==> src/rtl/pc_fetch_ctrl_pkg.sv <==
// Shared types and constants for the fetch-stage sequencer.
package pc_fetch_ctrl_pkg;

  typedef enum logic [1:0] {
    FSTATE_IDLE = 2'd0,
    FSTATE_WAIT = 2'd1,
    FSTATE_HOLD = 2'd2
  } fstate_e;

  localparam logic [31:0] RESET_PC_DEF = 32'h0000_3000;
  localparam logic [31:0] NOP_INSTR    = 32'h0000_0000;

  // IM is word addressed; low PC bits never reach the bus.
  function automatic logic [31:0] word_addr(input logic [31:0] pc);
    return {pc[31:2], 2'b00};
  endfunction

endpackage

==> src/rtl/pc_fetch_ctrl.sv <==
// Fetch-stage sequencer: owns the F-stage PC, drives the IM request handshake and
// buffers a fetched word while D is stalled.
module pc_fetch_ctrl
  import pc_fetch_ctrl_pkg::*;
#(
  parameter logic [31:0] RESET_PC = RESET_PC_DEF
) (
  input  logic        clk,
  input  logic        reset,
  input  logic        stall,
  input  logic [31:0] next_PC,
  output logic        im_req,
  output logic [31:0] im_addr,
  input  logic        im_ready,
  input  logic [31:0] im_rdata,
  output logic [31:0] F_PC,
  output logic [31:0] F_instr,
  output logic        F_valid,
  output logic        F_adel,
  output logic [31:0] fetch_cnt
);

  fstate_e     state;
  logic [31:0] pc_q;
  logic [31:0] buf_q;
  logic [31:0] cnt_q;

  logic        misaligned;
  logic [31:0] raw_instr;

  assign im_req     = (state == FSTATE_WAIT);
  assign im_addr    = word_addr(pc_q);
  assign F_PC       = pc_q;
  assign fetch_cnt  = cnt_q;
  assign misaligned = (pc_q[1:0] != 2'b00);

  // WAIT forwards the IM word straight through; HOLD replays the buffered copy.
  assign F_valid   = (state == FSTATE_HOLD) || (im_req && im_ready);
  assign raw_instr = (state == FSTATE_HOLD) ? buf_q : im_rdata;
  assign F_adel    = F_valid && misaligned;
  assign F_instr   = (F_valid && !misaligned) ? raw_instr : NOP_INSTR;

  always_ff @(posedge clk) begin
    if (!reset) begin
      state <= FSTATE_IDLE;
      pc_q  <= RESET_PC;
      buf_q <= '0;
      cnt_q <= '0;
    end else begin
      case (state)
        FSTATE_IDLE: state <= FSTATE_WAIT;
        FSTATE_WAIT: begin
          if (im_ready) begin
            if (!stall) begin
              pc_q  <= next_PC;
              cnt_q <= cnt_q + 32'd1;
            end else begin
              buf_q <= im_rdata;
              state <= FSTATE_HOLD;
            end
          end
        end
        FSTATE_HOLD: begin
          if (!stall) begin
            pc_q  <= next_PC;
            cnt_q <= cnt_q + 32'd1;
            state <= FSTATE_WAIT;
          end
        end
        default: state <= FSTATE_IDLE;
      endcase
    end
  end

endmodule

==> config.mk <==
export PLATFORM = sky130hd
export DESIGN_NAME = pc_fetch_ctrl
export DESIGN_NICKNAME = d
export VERILOG_FILES = /design/src/rtl/pc_fetch_ctrl_pkg.sv /design/src/rtl/pc_fetch_ctrl.sv
export SDC_FILE = /design/constraint.sdc
export NUM_CORES = 1
export LEC_CHECK = 0
export CORE_ASPECT_RATIO = 1.25
export CORE_MARGIN = 2
export CORE_UTILIZATION = 39
export CTS_CLUSTER_SIZE = 40
export DETAILED_ROUTE_END_ITERATION = 12
export PLACE_DENSITY = 0.8
export SYNTH_ARGS = -nofsm -noshare
export SYNTH_HDL_FRONTEND = slang
export SYNTH_SLANG_ARGS = --single-unit
==> constraint.sdc <==
create_clock -name clk -period 2.1 [get_ports clk]
set_clock_uncertainty 0.1 [all_clocks]
set_input_delay 0.42 -clock clk [delete_from_list [all_inputs] [get_ports clk]]
set_output_delay 0.42 -clock clk [all_outputs]
set_load 0.02 [all_outputs]
-- Word-level counts from Yosys, hierarchy flattened
Cells that the tools add are included.
- output and inout bits: 131
- bits in registers: 98
- input bits: 68
- logic and storage cells: 33
- equality and inequality tests: 5
- add/subtract/negate cells: 1
- reductions and logical operators: 11
- multiplexer cells: 12
- operator list (operator ; count):
    $mux 32 ; 6
    $pmux 32 s2 ; 2
    $add 32x1->32 const B ; 1
    $mux 2 ; 3
    $pmux 2 s3 ; 1
    $reduce_and 3->1 ; 2
    $ne 2x2->1 const B ; 2
    $reduce_bool 2->1 ; 2
    $logic_and 1x1->1 ; 3
    $eq 2x1->1 const B ; 1
    $eq 2x2->1 const B ; 1
    $logic_not 2->1 ; 1
    $ne 2x1->1 const B ; 1
    $reduce_and 2->1 ; 1
    $logic_not 1->1 ; 1
    $logic_or 1x1->1 ; 1

-- Longest topological paths before layout
- depth after elaboration: 5
- depth in mapped cells: 9
- depth with buffers taken out: 6

-- Worst setup path before layout
OpenSTA, ideal clock, no wires.
- path type: reg2out
- start point: register state[0]
- end point: output port F_instr[10]
- cell stages (with the launch flop): 9
- required time: 1.580 ns
- slack: -0.136 ns
- arrival: 1.716 ns
- buffers on the path: 2
- cells stage by stage: dfxtp_1 -> inv_1 -> ha_1 -> clkbuf_1 -> a21oi_1 -> inv_1 -> nand2_1 -> buf_1 -> nor2_1
- longest elaborated chain between the ends: 5
- elaborated cells on any way between the ends: 7
- ends and longest elaborated chain (item ; RTL line ; RTL):
    start: declaration ; pc_fetch_ctrl.sv:23 ; fstate_e state;
    start signal: assignment ; pc_fetch_ctrl.sv:45 ; state <= FSTATE_IDLE;
    start signal: assignment ; pc_fetch_ctrl.sv:51 ; FSTATE_IDLE: state <= FSTATE_WAIT;
    start signal: assignment ; pc_fetch_ctrl.sv:59 ; state <= FSTATE_HOLD;
    $eq 2x1->1 ; pc_fetch_ctrl.sv:31 ; assign im_req = (state == FSTATE_WAIT);
    $logic_and 1x1->1 ; pc_fetch_ctrl.sv:38 ; assign F_valid = (state == FSTATE_HOLD) || (im_req && im_ready);
    $logic_or 1x1->1 * ; pc_fetch_ctrl.sv:38 ;
    named net F_valid ; pc_fetch_ctrl.sv:18 ; output logic F_valid,
    $logic_and 1x1->1 * ; pc_fetch_ctrl.sv:41 ; assign F_instr = (F_valid && !misaligned) ? raw_instr : NOP_INSTR;
    $mux 32 * ; pc_fetch_ctrl.sv:41 ;
    end: declaration ; pc_fetch_ctrl.sv:17 ; output logic [31:0] F_instr,
Mark *: on every way through the listed nets, which the timed path passes. The rest lies on a longest branch.

-- Worst setup path in the final report
- start point: register state[0]
- end point: output port F_instr[11]
- longest elaborated chain between the ends: 5
- elaborated cells on any way between the ends: 7
- ends and longest elaborated chain (item ; RTL line):
    $eq 2x1->1 ; pc_fetch_ctrl.sv:31
    $logic_and 1x1->1 ; pc_fetch_ctrl.sv:38
    $logic_or 1x1->1 ; pc_fetch_ctrl.sv:38
    $logic_and 1x1->1 ; pc_fetch_ctrl.sv:41
    $mux 32 * ; pc_fetch_ctrl.sv:41
Every way passes the cells marked *; elsewhere a longest branch is shown, timed or not.

==> results.py <==
metrics = {
    "finish": {
        "drive_gt1_share_pct": 29.4,
        "nNetsFinal": 881,
        "fin_util_pct": 71.4,
        "n_fill_cell": 816,
        "syn_to_final_growth_pct": 77.3,
        "diodes": 0,
        "final_common_cell": "clkdlybuf4s50_1",
        "final_cell_mix": "160 x clkdlybuf4s50_1, 148 x nand2_1, 84 x dfxtp_1, 74 x a21oi_1, 44 x buf_4",
    },
    "power_and_ir_drop": {
        "power_mw": 8.27,
        "internal-power_mw": 5.10,
        "powerDensity_nw_per_um2": 992,
        "power_frac_clock_pct": 18.5,
        "pwr-share-comb_pct": 53.7,
        "switching_share_pct": 38.3,
        "p_switching_mw": 3.17,
        "peakVddDrop_uv": 595,
        "p_seq_share_pct": 27.7,
        "power.leakage_nw": 2.83,
    },
    "logic_synthesis": {
        "synth_seq_cells": 98,
        "synth-seq-area-share_pct": 41.7,
        "netlist.area_leader.share_pct": 41.7,
        "yosysUniqueCellTypes": 38,
        "muxShareOfSynthArea_pct": 8.73,
        "syn_area_per_cell_sq_um": 7.86,
        "synth_xor_area_share_pct": 0.932,
        "synth_top_family_by_area": "simple AND/OR/NAND/NOR gates",
        "synthArstFlopShare_pct": 0,
        "yosys_warnings": 0,
        "synth_compound_area_share_pct": 11.6,
        "synth_top_cell_by_area": "dfxtp_1",
        "synth-simple-area-share_pct": 25.8,
        "synth_area_leaders": "dfxtp_1 42%, nand2_1 12%, a21oi_1 8.8%, mux2i_1 8.7%, buf_4 5.3%",
        "ys.flop_type": "dfxtp_1",
        "syn_inst": 598,
        "synth_fa_ha_area_share_pct": 1.33,
        "synth_edf_count": 0,
        "synth_area_sq_um": 4700,
    },
    "clock_tree": {
        "numCtsBuffers": 9,
        "cts.sinks": 98,
        "clock-root-buffer": "clkbuf_16",
        "clk_pin_slew_ns": 0.07,
        "cts_buffer_depth": 2,
        "clock_latency_ns": 0.34,
        "cts_tree": "done",
        "clock_tree.htree_level_count": 3,
    },
    "worst_hold_path": {
        "min_path_type": "flip-flop to flip-flop",
    },
    "critical_path": {
        "crit_type": "flip-flop to output port",
        "startpoint_type": "flip-flop",
        "required_ns": 1.58,
        "critPathCaptureType": "output port",
        "arrival_ns": 1.72,
        "worst-path-max-fanout": 8,
    },
    "drt": {
        "drt-wirelength-per-cell_um": 17.7,
        "antenna_left": 0,
        "vias": 5147,
        "viasPerCell": 5.28,
        "drc": 0,
        "first_pass_iters": 5,
        "drtIter0Drc": 229,
        "drt-total-wl_mm": 17.2,
    },
    "timing": {
        "fin_crit_ns": 2.24,
        "hold_violations": 0,
        "max_clock_freq_mhz": 446,
        "post-route-period-util_pct": 107,
        "final-setup-viol-count": 35,
        "drv_slew": 0,
        "finalWorstSetupSlack_ns": -0.141,
        "rsz0062_at_grt": "true",
    },
    "grt": {
        "grt_overflow": 0,
        "antenna_found_initial": 0,
        "grt_max_degree": 35,
        "grtUsageTotal_pct": 23.9,
        "grt_pass1_vias": 4963,
        "grt_pass1_wl_mm": 24.6,
    },
    "place": {
        "dp_hpwl_mm": 10.1,
        "place_congestion": 0.802,
        "numPortBuffers": 196,
    },
    "die": {
        "die_area_sq_um": 12900,
        "coreArea_sq_um": 11700,
        "ios": 199,
        "fp.dieH_um": 127,
        "die_w_um": 102,
        "initial_core_util_pct": 40.3,
        "num_rows": 44,
    },
    "run": {
        "drv_cap": 0,
    },
    "status": {
        "status": "complete, but fails checks",
        "violations": "setup timing",
    },
}
## metrics by stage
stage | hold WS (ns) | setup WS, ns | instance area [sq um] | TNS (ns) | cells
floorplan | 0.335 | 0.0121 | 4800 | 0 | 599
global placement | 0.341 | -0.474 | 6970 | -21.06 | 932
detailed placement | 0.348 | -0.543 | 6970 | -24.42 | 932
CTS | 0.357 | -0.143 | 7900 | -3.04 | 967
global route | 0.371 | -0.196 | 8330 | -5.36 | 974
finish | 0.356 | -0.141 | 8330 | -3.24 | 974
## synth_stat cells, types with 4 or more instances
cell	n
buf_4	33
nor4_1	8
nand2b_1	9
clkbuf_1	26
nand4_1	11
ha_1	5
o21ai_0	5
a21oi_1	83
dfxtp_1	98
buf_1	6
mux2i_1	41
o31ai_1	13
nor2_1	41
inv_1	8
nand2_1	149
or4_1	11
nand3_1	13
buf_6	4
## worst max-delay path: stages (launching register included)
cell     delay [ns]
dfxtp_4        0.37
inv_4          0.06
ha_4           0.18
buf_12         0.15
buf_12         0.16
mux2i_4        0.27
nor2_2         0.06
buf_6          0.13
## worst paths after layout
check / cells past startpoint / slack [ns] / endpoint / start
max reg2reg: 8 / -0.07 / fetch_cnt[11] / state[0]
min: 2 / 0.36 / buf_q[5] / buf_q[5]
max: 7 / -0.14 / F_instr[11] / state[0]
min reg2reg: 2 / 0.36 / buf_q[5] / buf_q[5]
## repair_timing
action / CTS / global route
setup endpoints to repair: 60 / 63
hold buffers: 0 / 0
gates cloned: 4 / 1
buffers inserted: 15 / 8
gates resized for setup: 271 / 88
pin swaps: 10 / 25
## kinds of logic (layout without fill, tap and decap cells)
family	Yosys count	after routing
simple gates	266	266
compound gates	102	102
flops	98	98
buf+inv	80	294
mux	41	41
fa+ha+maj	5	5
xor+xnor	5	5
other cells	1	2
## power by group through the flow
stage / clock, mW / sequential (mW) / combinational [mW]
detailed placement: 0 / 2.28 / 3.18
floorplan: 0 / 2.43 / 1.70
global route: 1.66 / 2.32 / 4.65
finish: 1.53 / 2.29 / 4.44
global placement: 0 / 2.26 / 3.12
CTS: 1.56 / 2.28 / 4.03
## layout make-up
type                            count  area, sq um  share of cell area, %
Multi-Input combinational cell    421         3030                   36.3
Tap cell                          161          201                   2.42
Inverter                            9         38.8                  0.465
Clock buffer                       10          229                   2.75
Sequential cell                    98         1980                   23.8
Clock inverter                      6         43.8                  0.526
Timing Repair Buffer              269         2810                   33.7
## metal layers
metal	share of wire (%)	vias up	GRT usage, %
li1	-	2422	-
met1	37	2438	25.8
met2	52	233	42.3
met3	7.5	54	6.78
met4	3.7	0	11.4
met5	0	-	0
## flip-flops by register name (all words and copies together) (netlist names)
| name | cells |
|---|---|
| F_PC | 32 |
| buf_q | 32 |
| fetch_cnt | 32 |
| state | 2 |
No activity file was read; power rests on OpenSTA's default activity.
